File: src/rtl/muldiv_unit.sv
`default_nettype none
// ---------------------------------------------------------------------------------
// muldiv_unit : iterative RV32M multiply/divide; MULDIV_FAST_MUL_EN = 1-cycle multiply
// Rev 1.0
// ---------------------------------------------------------------------------------
module muldiv_unit #(
   parameter int XLEN = 32
) (
   input  logic            clk,
   input  logic            reset,
   input  logic            start,
   input  logic [2:0]      funct3,
   input  logic [XLEN-1:0] rs1_data,
   input  logic [XLEN-1:0] rs2_data,
   input  logic [4:0]      rd_addr,
   output logic            busy,
   output logic            done,
   output logic [XLEN-1:0] result,
   output logic [4:0]      rd_addr_out
);

   localparam int CW = $clog2(XLEN);
   localparam logic [CW-1:0] LAST_STEP = CW'(XLEN - 1);

   localparam logic [1:0] S_IDLE = 2'd0;
   localparam logic [1:0] S_CALC = 2'd1;
   localparam logic [1:0] S_DONE = 2'd2;

   logic [1:0]        state, state_next;
   logic [CW-1:0]     cnt;
   logic [2:0]        op;
   logic              neg_res, neg_rem;
   logic [XLEN-1:0]   mcand;
   logic [2*XLEN-1:0] acc;
   logic [XLEN-1:0]   rem;

   logic              accept;
   logic              a_signed, b_signed, a_neg, b_neg;
   logic [XLEN-1:0]   a_mag, b_mag;
   logic              div_zero, div_ovf, special;
   logic [XLEN-1:0]   special_res;

   logic [XLEN:0]     mul_sum;
   logic [2*XLEN-1:0] mul_next, prod_signed;
   logic [XLEN:0]     div_shift;
   logic [XLEN+1:0]   div_diff;
   logic              div_ge;
   logic [XLEN-1:0]   rem_next, quo_next, quo_signed, rem_signed;
   logic [2*XLEN-1:0] acc_next;
   logic [XLEN-1:0]   calc_res;

   assign accept = start && (state == S_IDLE || state == S_DONE);

   // Signedness of each operand by opcode: MUL/MULH/MULHSU/DIV/REM sign rs1, MUL/MULH/DIV/REM sign rs2
   assign a_signed = funct3[2] ? ~funct3[0] : (funct3 != 3'd3);
   assign b_signed = funct3[2] ? ~funct3[0] : ~funct3[1];
   assign a_neg    = a_signed & rs1_data[XLEN-1];
   assign b_neg    = b_signed & rs2_data[XLEN-1];
   assign a_mag    = a_neg ? (~rs1_data + 1'b1) : rs1_data;
   assign b_mag    = b_neg ? (~rs2_data + 1'b1) : rs2_data;

   assign div_zero = funct3[2] && (rs2_data == '0);
   assign div_ovf  = funct3[2] && ~funct3[0] && (rs1_data == {1'b1, {(XLEN-1){1'b0}}})
                     && (rs2_data == '1);

`ifdef MULDIV_FAST_MUL_EN
   logic signed [2*XLEN+1:0] fast_prod;
   logic [XLEN-1:0]          fast_res;
   assign fast_prod = $signed({a_neg, rs1_data}) * $signed({b_neg, rs2_data});
   assign fast_res  = (funct3 == 3'd0) ? fast_prod[XLEN-1:0] : fast_prod[2*XLEN-1:XLEN];
`endif

   always_comb begin
      special     = 1'b0;
      special_res = '0;
      if (div_zero) begin
         special     = 1'b1;
         special_res = funct3[1] ? rs1_data : '1;
      end else if (div_ovf) begin
         special     = 1'b1;
         special_res = funct3[1] ? '0 : rs1_data;
      end
`ifdef MULDIV_FAST_MUL_EN
      else if (!funct3[2]) begin
         special     = 1'b1;
         special_res = fast_res;
      end
`endif
   end

   // Multiply: acc = {partial product, remaining multiplier bits}, shifted right each step
   assign mul_sum  = {1'b0, acc[2*XLEN-1:XLEN]} + (acc[0] ? {1'b0, mcand} : '0);
   assign mul_next = {mul_sum, acc[XLEN-1:1]};

   // Divide: acc[XLEN-1:0] shifts dividend bits out and quotient bits in
   assign div_shift = {rem, acc[XLEN-1]};
   assign div_diff  = {1'b0, div_shift} - {2'b00, mcand};
   assign div_ge    = ~div_diff[XLEN+1];
   assign rem_next  = div_ge ? div_diff[XLEN-1:0] : div_shift[XLEN-1:0];
   assign quo_next  = {acc[XLEN-2:0], div_ge};

   assign acc_next    = op[2] ? {acc[2*XLEN-1:XLEN], quo_next} : mul_next;
   assign prod_signed = neg_res ? (~mul_next + 1'b1) : mul_next;
   assign quo_signed  = neg_res ? (~quo_next + 1'b1) : quo_next;
   assign rem_signed  = neg_rem ? (~rem_next + 1'b1) : rem_next;

   always_comb begin
      calc_res = '0;
      case (op)
         3'd0:             calc_res = prod_signed[XLEN-1:0];
         3'd1, 3'd2, 3'd3: calc_res = prod_signed[2*XLEN-1:XLEN];
         3'd4, 3'd5:       calc_res = quo_signed;
         default:          calc_res = rem_signed;
      endcase
   end

   always_ff @(posedge clk) begin
      if (reset) state <= S_IDLE;
      else       state <= state_next;
   end

   always_comb begin
      state_next = state;
      case (state)
         S_IDLE:  if (start) state_next = special ? S_DONE : S_CALC;
         S_CALC:  if (cnt == LAST_STEP) state_next = S_DONE;
         S_DONE:  state_next = start ? (special ? S_DONE : S_CALC) : S_IDLE;
         default: state_next = S_IDLE;
      endcase
   end

   always_comb begin
      busy = (state == S_CALC);
      done = (state == S_DONE);
   end

   always_ff @(posedge clk) begin
      if (reset) begin
         cnt         <= '0;
         op          <= '0;
         neg_res     <= 1'b0;
         neg_rem     <= 1'b0;
         mcand       <= '0;
         acc         <= '0;
         rem         <= '0;
         result      <= '0;
         rd_addr_out <= '0;
      end else if (accept) begin
         cnt         <= '0;
         op          <= funct3;
         neg_res     <= a_neg ^ b_neg;
         neg_rem     <= a_neg;
         mcand       <= b_mag;
         acc         <= {{XLEN{1'b0}}, a_mag};
         rem         <= '0;
         rd_addr_out <= rd_addr;
         if (special) result <= special_res;
      end else if (state == S_CALC) begin
         cnt <= cnt + 1'b1;
         acc <= acc_next;
         rem <= rem_next;
         if (cnt == LAST_STEP) result <= calc_res;
      end
   end

endmodule
`default_nettype wire

File: config.mk
export PLATFORM = sky130hd
export DESIGN_NAME = muldiv_unit
export DESIGN_NICKNAME = d
export VERILOG_FILES = /design/src/rtl/muldiv_unit.sv
export SDC_FILE = /design/constraint.sdc
export NUM_CORES = 1
export LEC_CHECK = 0
export BUFFER_PORTS_ARGS = -buffer_cell sky130_fd_sc_hd__buf_2
export CAP_MARGIN = 20
export CORE_UTILIZATION = 50
export CTS_CLUSTER_DIAMETER = 150
export DETAILED_ROUTE_END_ITERATION = 6
export PLACE_DENSITY_LB_ADDON = 0.15
export SYNTH_ARGS = -nofsm -noshare
export SYNTH_HDL_FRONTEND = slang
export SYNTH_SLANG_ARGS = --single-unit
File: constraint.sdc
create_clock -name clk -period 7.45 [get_ports clk]
set_input_delay 1.49 -clock clk [delete_from_list [all_inputs] [get_ports clk]]
set_output_delay 1.49 -clock clk [all_outputs]
set_load 0.03 [all_outputs]
# == After elaboration in Yosys (flattened, before gate mapping) ==
# Cells that the tools add are included.
# totals
input_bits,75
output_inout_bits,39
register_bits,177
# classes
eq_ne,14
n_reduce_logical,17
n_addsub,8
muxes,28
n_bitwise,12
# op_table
cell,n
32-bit two-way mux,17
"32-bit by 1-bit adder with 32-bit output, second input constant",4
32-bit inverter,4
32-bit case mux with 3 select lines,1
"64-bit by 1-bit adder with 64-bit output, second input constant",1
"32-bit == test, second input constant",2
64-bit two-way mux,1
64-bit inverter,1
33-bit by 32-bit subtractor with 34-bit output,1
32-bit by 32-bit adder with 33-bit output,1
32-bit logical NOT,1
2-bit two-way mux,4
"3-bit by 2-bit == test with 1-bit output, second input constant",2
"3-bit == test, second input constant",2
2-bit case mux with 3 select lines,1
"5-bit by 1-bit adder with 5-bit output, second input constant",1
"5-bit == test, second input constant",1
1-bit logical AND,5
1-bit two-way mux,4
"2-bit by 1-bit inequality test with 1-bit output, second input constant",2
1-bit inverter,4
2-bit AND reduction,2
2-bit nonzero test,2
2-bit OR reduction,2
12 further kinds,13

# == Longest topological paths before layout ==
# depth
word_depth,9
mapped_depth,23

# == Worst setup path after synthesis ==
# No wires, ideal clock.
# synth_timing
path_type,reg2reg
start,reg mcand[27]
end,reg result[24]
slack_ps,2469
stages_incl_launch_ff,22
arrival_ps,4850
cell_sequence,dfxtp_1 inv_1 ha_1 buf_2 nand4_1 or2_2 or3_1 a31o_2 nand2_1 clkbuf_1 buf_2 buf_2 nand2_1 o21ai_0 ha_1 nand3_1 or4_1 o22ai_1 nand3_1 o21ai_0 xnor2_1 o32ai_1
# synth_between
elab_chain_len,9
# synth_rtl
element,line_no,source
"start, declared",33,logic [XLEN-1:0] mcand;
"start signal, assigned",153,mcand <= b_mag;
33-bit by 32-bit subtractor with 34-bit output (*),97,"assign div_diff = {1'b0, div_shift} - {2'b00, mcand};"
32-bit two-way mux or 1-bit inverter (tied branches),"99, 98",
32-bit inverter (on tied branches),"105, 104",
32-bit by 1-bit adder with 32-bit output (on tied branches),"105, 104",
32-bit two-way mux (on tied branches),"105, 104",
32-bit case mux with 3 select lines (*),109,case (op)
32-bit two-way mux (*),162,if (cnt == LAST_STEP) result <= calc_res;
32-bit two-way mux (*),158,end else if (state == S_CALC) begin
32-bit two-way mux (*),148,end else if (accept) begin
"end signal, assigned",157,if (special) result <= special_res;
"end signal, assigned",162,
"end, declared",18,"output logic [XLEN-1:0] result,"
# Mark *: on every way between the ends. The rest lies on a longest branch, timed or not. The select of a mux whose other input is x is not followed.
# A chain may end at the register's enable or synchronous reset.

# == Final worst setup path ==
# layout_timing
start,reg acc[0]
end,reg result[24]
# layout_between
elab_chain_len,9
# layout_rtl
element,line_no,source
"start, declared",34,logic [2*XLEN-1:0] acc;
"start signal, assigned",154,"acc <= {{XLEN{1'b0}}, a_mag};"
"start signal, assigned",160,acc <= acc_next;
32-bit two-way mux,92,"assign mul_sum = {1'b0, acc[2*XLEN-1:XLEN]} + (acc[0] ? {1'b0, mcand} : '0);"
32-bit by 32-bit adder with 33-bit output,92,
64-bit inverter,103,assign prod_signed = neg_res ? (~mul_next + 1'b1) : mul_next;
64-bit by 1-bit adder with 64-bit output,103,
64-bit two-way mux,103,
32-bit case mux with 3 select lines (*),109,
32-bit two-way mux (*),162,
32-bit two-way mux (*),158,
32-bit two-way mux (*),148,
# Marks and branches as above.

==> impl_metrics.py <==
metrics = {
    "global_routing": {
        "antenna_found_initial": 3,
        "grt_pass1_vias": 17400,
        "grt_use_met2_pct": 57.2,
        "grt_util_all_layers_pct": 40.1,
        "met1_usage_pct": 54.3,
        "busiest_layer": "met2",
        "grt_overflow": 0,
        "grt_max_degree": 97,
        "met3_usage_pct": 10.4,
        "grt_pass1_wl_microns": 108000,
    },
    "critical_path": {
        "worst-setup-path-type": "flip-flop to flip-flop",
        "regToRegEndpoint": "result[24]$_SDFFE_PP0P_",
        "start_kind": "flip-flop",
        "worstPathArrival_ns": 6.97,
        "cp.required_ns": 7.81,
        "reg2reg_depth": 14,
        "crit_path_end_kind": "flip-flop",
        "r2r_start": "acc[0]$_SDFFE_PP0P_",
        "r2r_setup_slack_ns": 0.84,
        "crit_fanout": 17,
    },
    "synthesis": {
        "synth_cells": 2458,
        "synth-seq-area-share_pct": 20.5,
        "ys_async_sr_fraction_pct": 0,
        "synth_ff_type": "dfxtp_1",
        "syn_area_sq_um": 17300,
        "synth-edff-count": 0,
        "synthDistinctLibCells": 87,
        "synth_top_area_cell": "dfxtp_1",
        "ys_seq_elements": 177,
        "yosys_warnings": 0,
        "syn_nets": 2607,
        "synth_area_leaders": "dfxtp_1 20%, a21oi_1 6.4%, nand2_1 6.1%, nor2_1 5.8%, xor2_1 5.3%",
        "synth_top_cell_area_share_pct": 20.5,
        "syn_area_per_cell_sq_um": 7.05,
    },
    "timing": {
        "fin_crit_ns": 6.61,
        "worstMarginPinSlew_ns": 1.06,
        "fin_skew_ns": 0.0203,
        "slew_headroom_pct": 29.4,
        "tns_ns": 0,
        "fmax_mhz": 151,
        "finalSetupViolCount": 0,
        "hold_viol": 0,
        "setup_slack_ns": 0.841,
        "period_share_pct": 88.7,
        "hold_slack_ns": 0.457,
        "report.final.slew_viol_count": 0,
        "grt_setup_unrepaired": "no",
    },
    "power_and_ir_drop": {
        "p_comb_share_pct": 44.9,
        "clockPowerShare_pct": 25.2,
        "power_density_nw_per_um2": 202,
        "p_switching_mw": 1.73,
        "power_frac_seq_pct": 29.9,
        "ir_drop_mv": 0.178,
        "p_leak_nw": 6.96,
        "cell_internal_pwr_mw": 2.01,
        "finalPower_mw": 3.74,
        "swShare_pct": 46.3,
    },
    "finish": {
        "fill_cells": 3373,
        "area_delta_synth_final_pct": 7.00,
        "finalNetCount": 2576,
        "stdcell_count": 2889,
        "drive_gt1_share_pct": 9.39,
    },
    "routing": {
        "vias_per_cell": 6.73,
        "antenna_left": 0,
        "drt-total-wl_microns": 72200,
        "first_iter_violations": 1988,
        "vias": 19400,
        "wire_per_inst_microns": 25.0,
        "drt-pass1-iter-count": 7,
        "route.detailed.drc": 2,
    },
    "die": {
        "die_w_microns": 188,
        "start_util_pct": 51.3,
        "die_area_sq_um": 35400,
        "boundaryPins": 114,
        "rows": 67,
        "die_y_microns": 188,
        "coreArea_sq_um": 33800,
    },
    "cts": {
        "postCtsSetupRepairBufs": 0,
        "h-tree-depth": 4,
        "cts_sinks": 177,
        "clock_latency_ns": 0.48,
        "cts_resized": 0,
        "path_clk_slew_ns": 0.08,
        "cts_buffers": 17,
        "ctsLongestPathBuffers": 2,
        "ctsRootBufferMaster": "clkbuf_16",
        "cts_hold_buf": 0,
        "tritoncts": "built",
    },
    "hold_path": {
        "worstHoldPathType": "flip-flop to flip-flop",
        "holdCritStartpoint": "result[2]$_SDFFE_PP0P_",
        "min_to": "result[2]$_SDFFE_PP0P_",
        "holdPathStages": 2,
    },
    "outcome": {
        "violations": "design-rule violations",
        "status": "complete, but fails checks",
    },
    "flow_run": {
        "drv_cap": 0,
    },
    "place": {
        "dp_hpwl_microns": 55700,
        "port_buffers": 113,
        "place_ws_ns": 1.12,
        "place_inst": 2855,
        "routabilityCongestion": 1.01,
    },
}
## cell usage in the layout, fill, tap and decap left out, types with 48 or more instances in the layout
master	synthesis	routed
a211oi_1	118	118
a21oi_1	221	220
buf_2	9	112
dfxtp_1	177	175
ha_1	72	72
inv_1	67	67
mux2i_1	54	54
nand2_1	280	279
nand3_1	48	48
nor2_1	268	267
nor3_1	68	68
o21ai_0	131	131
xnor2_1	86	86
xor2_1	105	105
## cells by family after synthesis
kind of cell,Yosys count,share of synthesized area [%]
fa+ha+maj,74,5.43
compound gates,788,30.0
simple gates,910,25.0
flops,177,20.5
buf+inv,256,5.72
xor+xnor,191,9.66
mux,62,3.77
## registers in the layout, indices dropped and copies added, names as in the netlist
| name | cells |
|---|---|
| acc | 64 |
| neg_rem | 1 |
| rem | 32 |
| neg_res | 1 |
| cnt | 5 |
| rd_addr_out | 5 |
| state | 2 |
| mcand | 32 |
| result | 32 |
| op | 3 |
## layout make-up
| class | instances | area [sq um] | share of cell area (%) |
|---|---|---|---|
| Tap cell | 448 | 561 | 3.02 |
| Sequential cell | 177 | 3550 | 19.1 |
| Clock buffer | 17 | 425 | 2.30 |
| Inverter | 71 | 267 | 1.44 |
| Antenna cell | 1 | 2.50 | 0.0135 |
| Clock inverter | 15 | 166 | 0.898 |
| Timing Repair Buffer | 135 | 753 | 4.06 |
| Multi-Input combinational cell | 2025 | 12800 | 69.1 |
## power groups by stage
stage | combinational, mW | clock, mW | sequential, mW
2_1_floorplan | 1.16 | 0 | 1.09
3_3_place_gp | 1.61 | 0 | 1.13
3_5_place_dp | 1.61 | 0 | 1.13
4_1_cts | 1.62 | 0.950 | 1.11
5_1_grt | 1.79 | 0.985 | 1.12
6_report | 1.68 | 0.941 | 1.12
## how the worst max path moves through the flow
| stage | cells after the start | from | end |
|---|---|---|---|
| global route | 14 | acc[0]$_SDFFE_PP0P_ | result[24]$_SDFFE_PP0P_ |
| floorplan | 21 | mcand[27]$_SDFFE_PP0P_ | result[24]$_SDFFE_PP0P_ |
| finish | 14 | acc[0]$_SDFFE_PP0P_ | result[24]$_SDFFE_PP0P_ |
| CTS | 14 | acc[0]$_SDFFE_PP0P_ | result[24]$_SDFFE_PP0P_ |
| global placement | 14 | acc[0]$_SDFFE_PP0P_ | result[24]$_SDFFE_PP0P_ |
| detailed placement | 14 | acc[0]$_SDFFE_PP0P_ | result[24]$_SDFFE_PP0P_ |
## Yosys cell counts, types with 7 or more instances
library cell	n
buf_2	9
a21boi_0	8
a211o_1	7
buf_1	11
o41ai_1	17
nor2_1	268
a211oi_1	118
o31ai_1	43
inv_1	67
nand2_1	280
nand4_1	39
nand2b_1	22
a21oi_1	221
dfxtp_1	177
nor2b_1	10
a31oi_1	25
o211ai_1	37
and2_1	19
or4_1	16
clkbuf_1	162
mux2i_1	54
o22ai_1	16
o21a_1	13
nor3_1	68
nand3_1	48
a21o_1	26
or2_2	19
xnor2_1	86
a311oi_1	20
or3_1	46
xor2_1	105
o21bai_1	8
ha_1	72
nor4_1	19
o221ai_1	18
and3_1	16
o21ai_0	131
a221oi_1	11
a31o_2	9
## stage by stage
step | util (%) | area, sq um
final | 54.9 | 18500
after global routing | 54.8 | 18500
after CTS | 54.8 | 18500
after detailed placement | 53.0 | 17900
after global placement | 53.0 | 17900
after floorplan | - | 17300
## per-layer routing
metal,share of wire [%],up-vias
met4,5.7,2
met2,41,1048
li1,-,8989
met3,11,167
met1,43,9236
met5,0.017,-
## critical path, stage by stage, from the launching register on
cell and delay [ns]:
dfxtp_1 0.62, clkinv_1 0.63, nor2_1 0.60, ha_1 0.36, o211ai_1 0.11, o21ai_1 0.53, a21oi_1 0.32, o41ai_1 0.54
xor2_1 0.27, a2111oi_0 0.84, o211ai_1 0.49, o41ai_1 0.52, xnor2_1 0.13, a211oi_1 0.39, o32ai_1 0.14
Power figures use the tool's default switching activity.
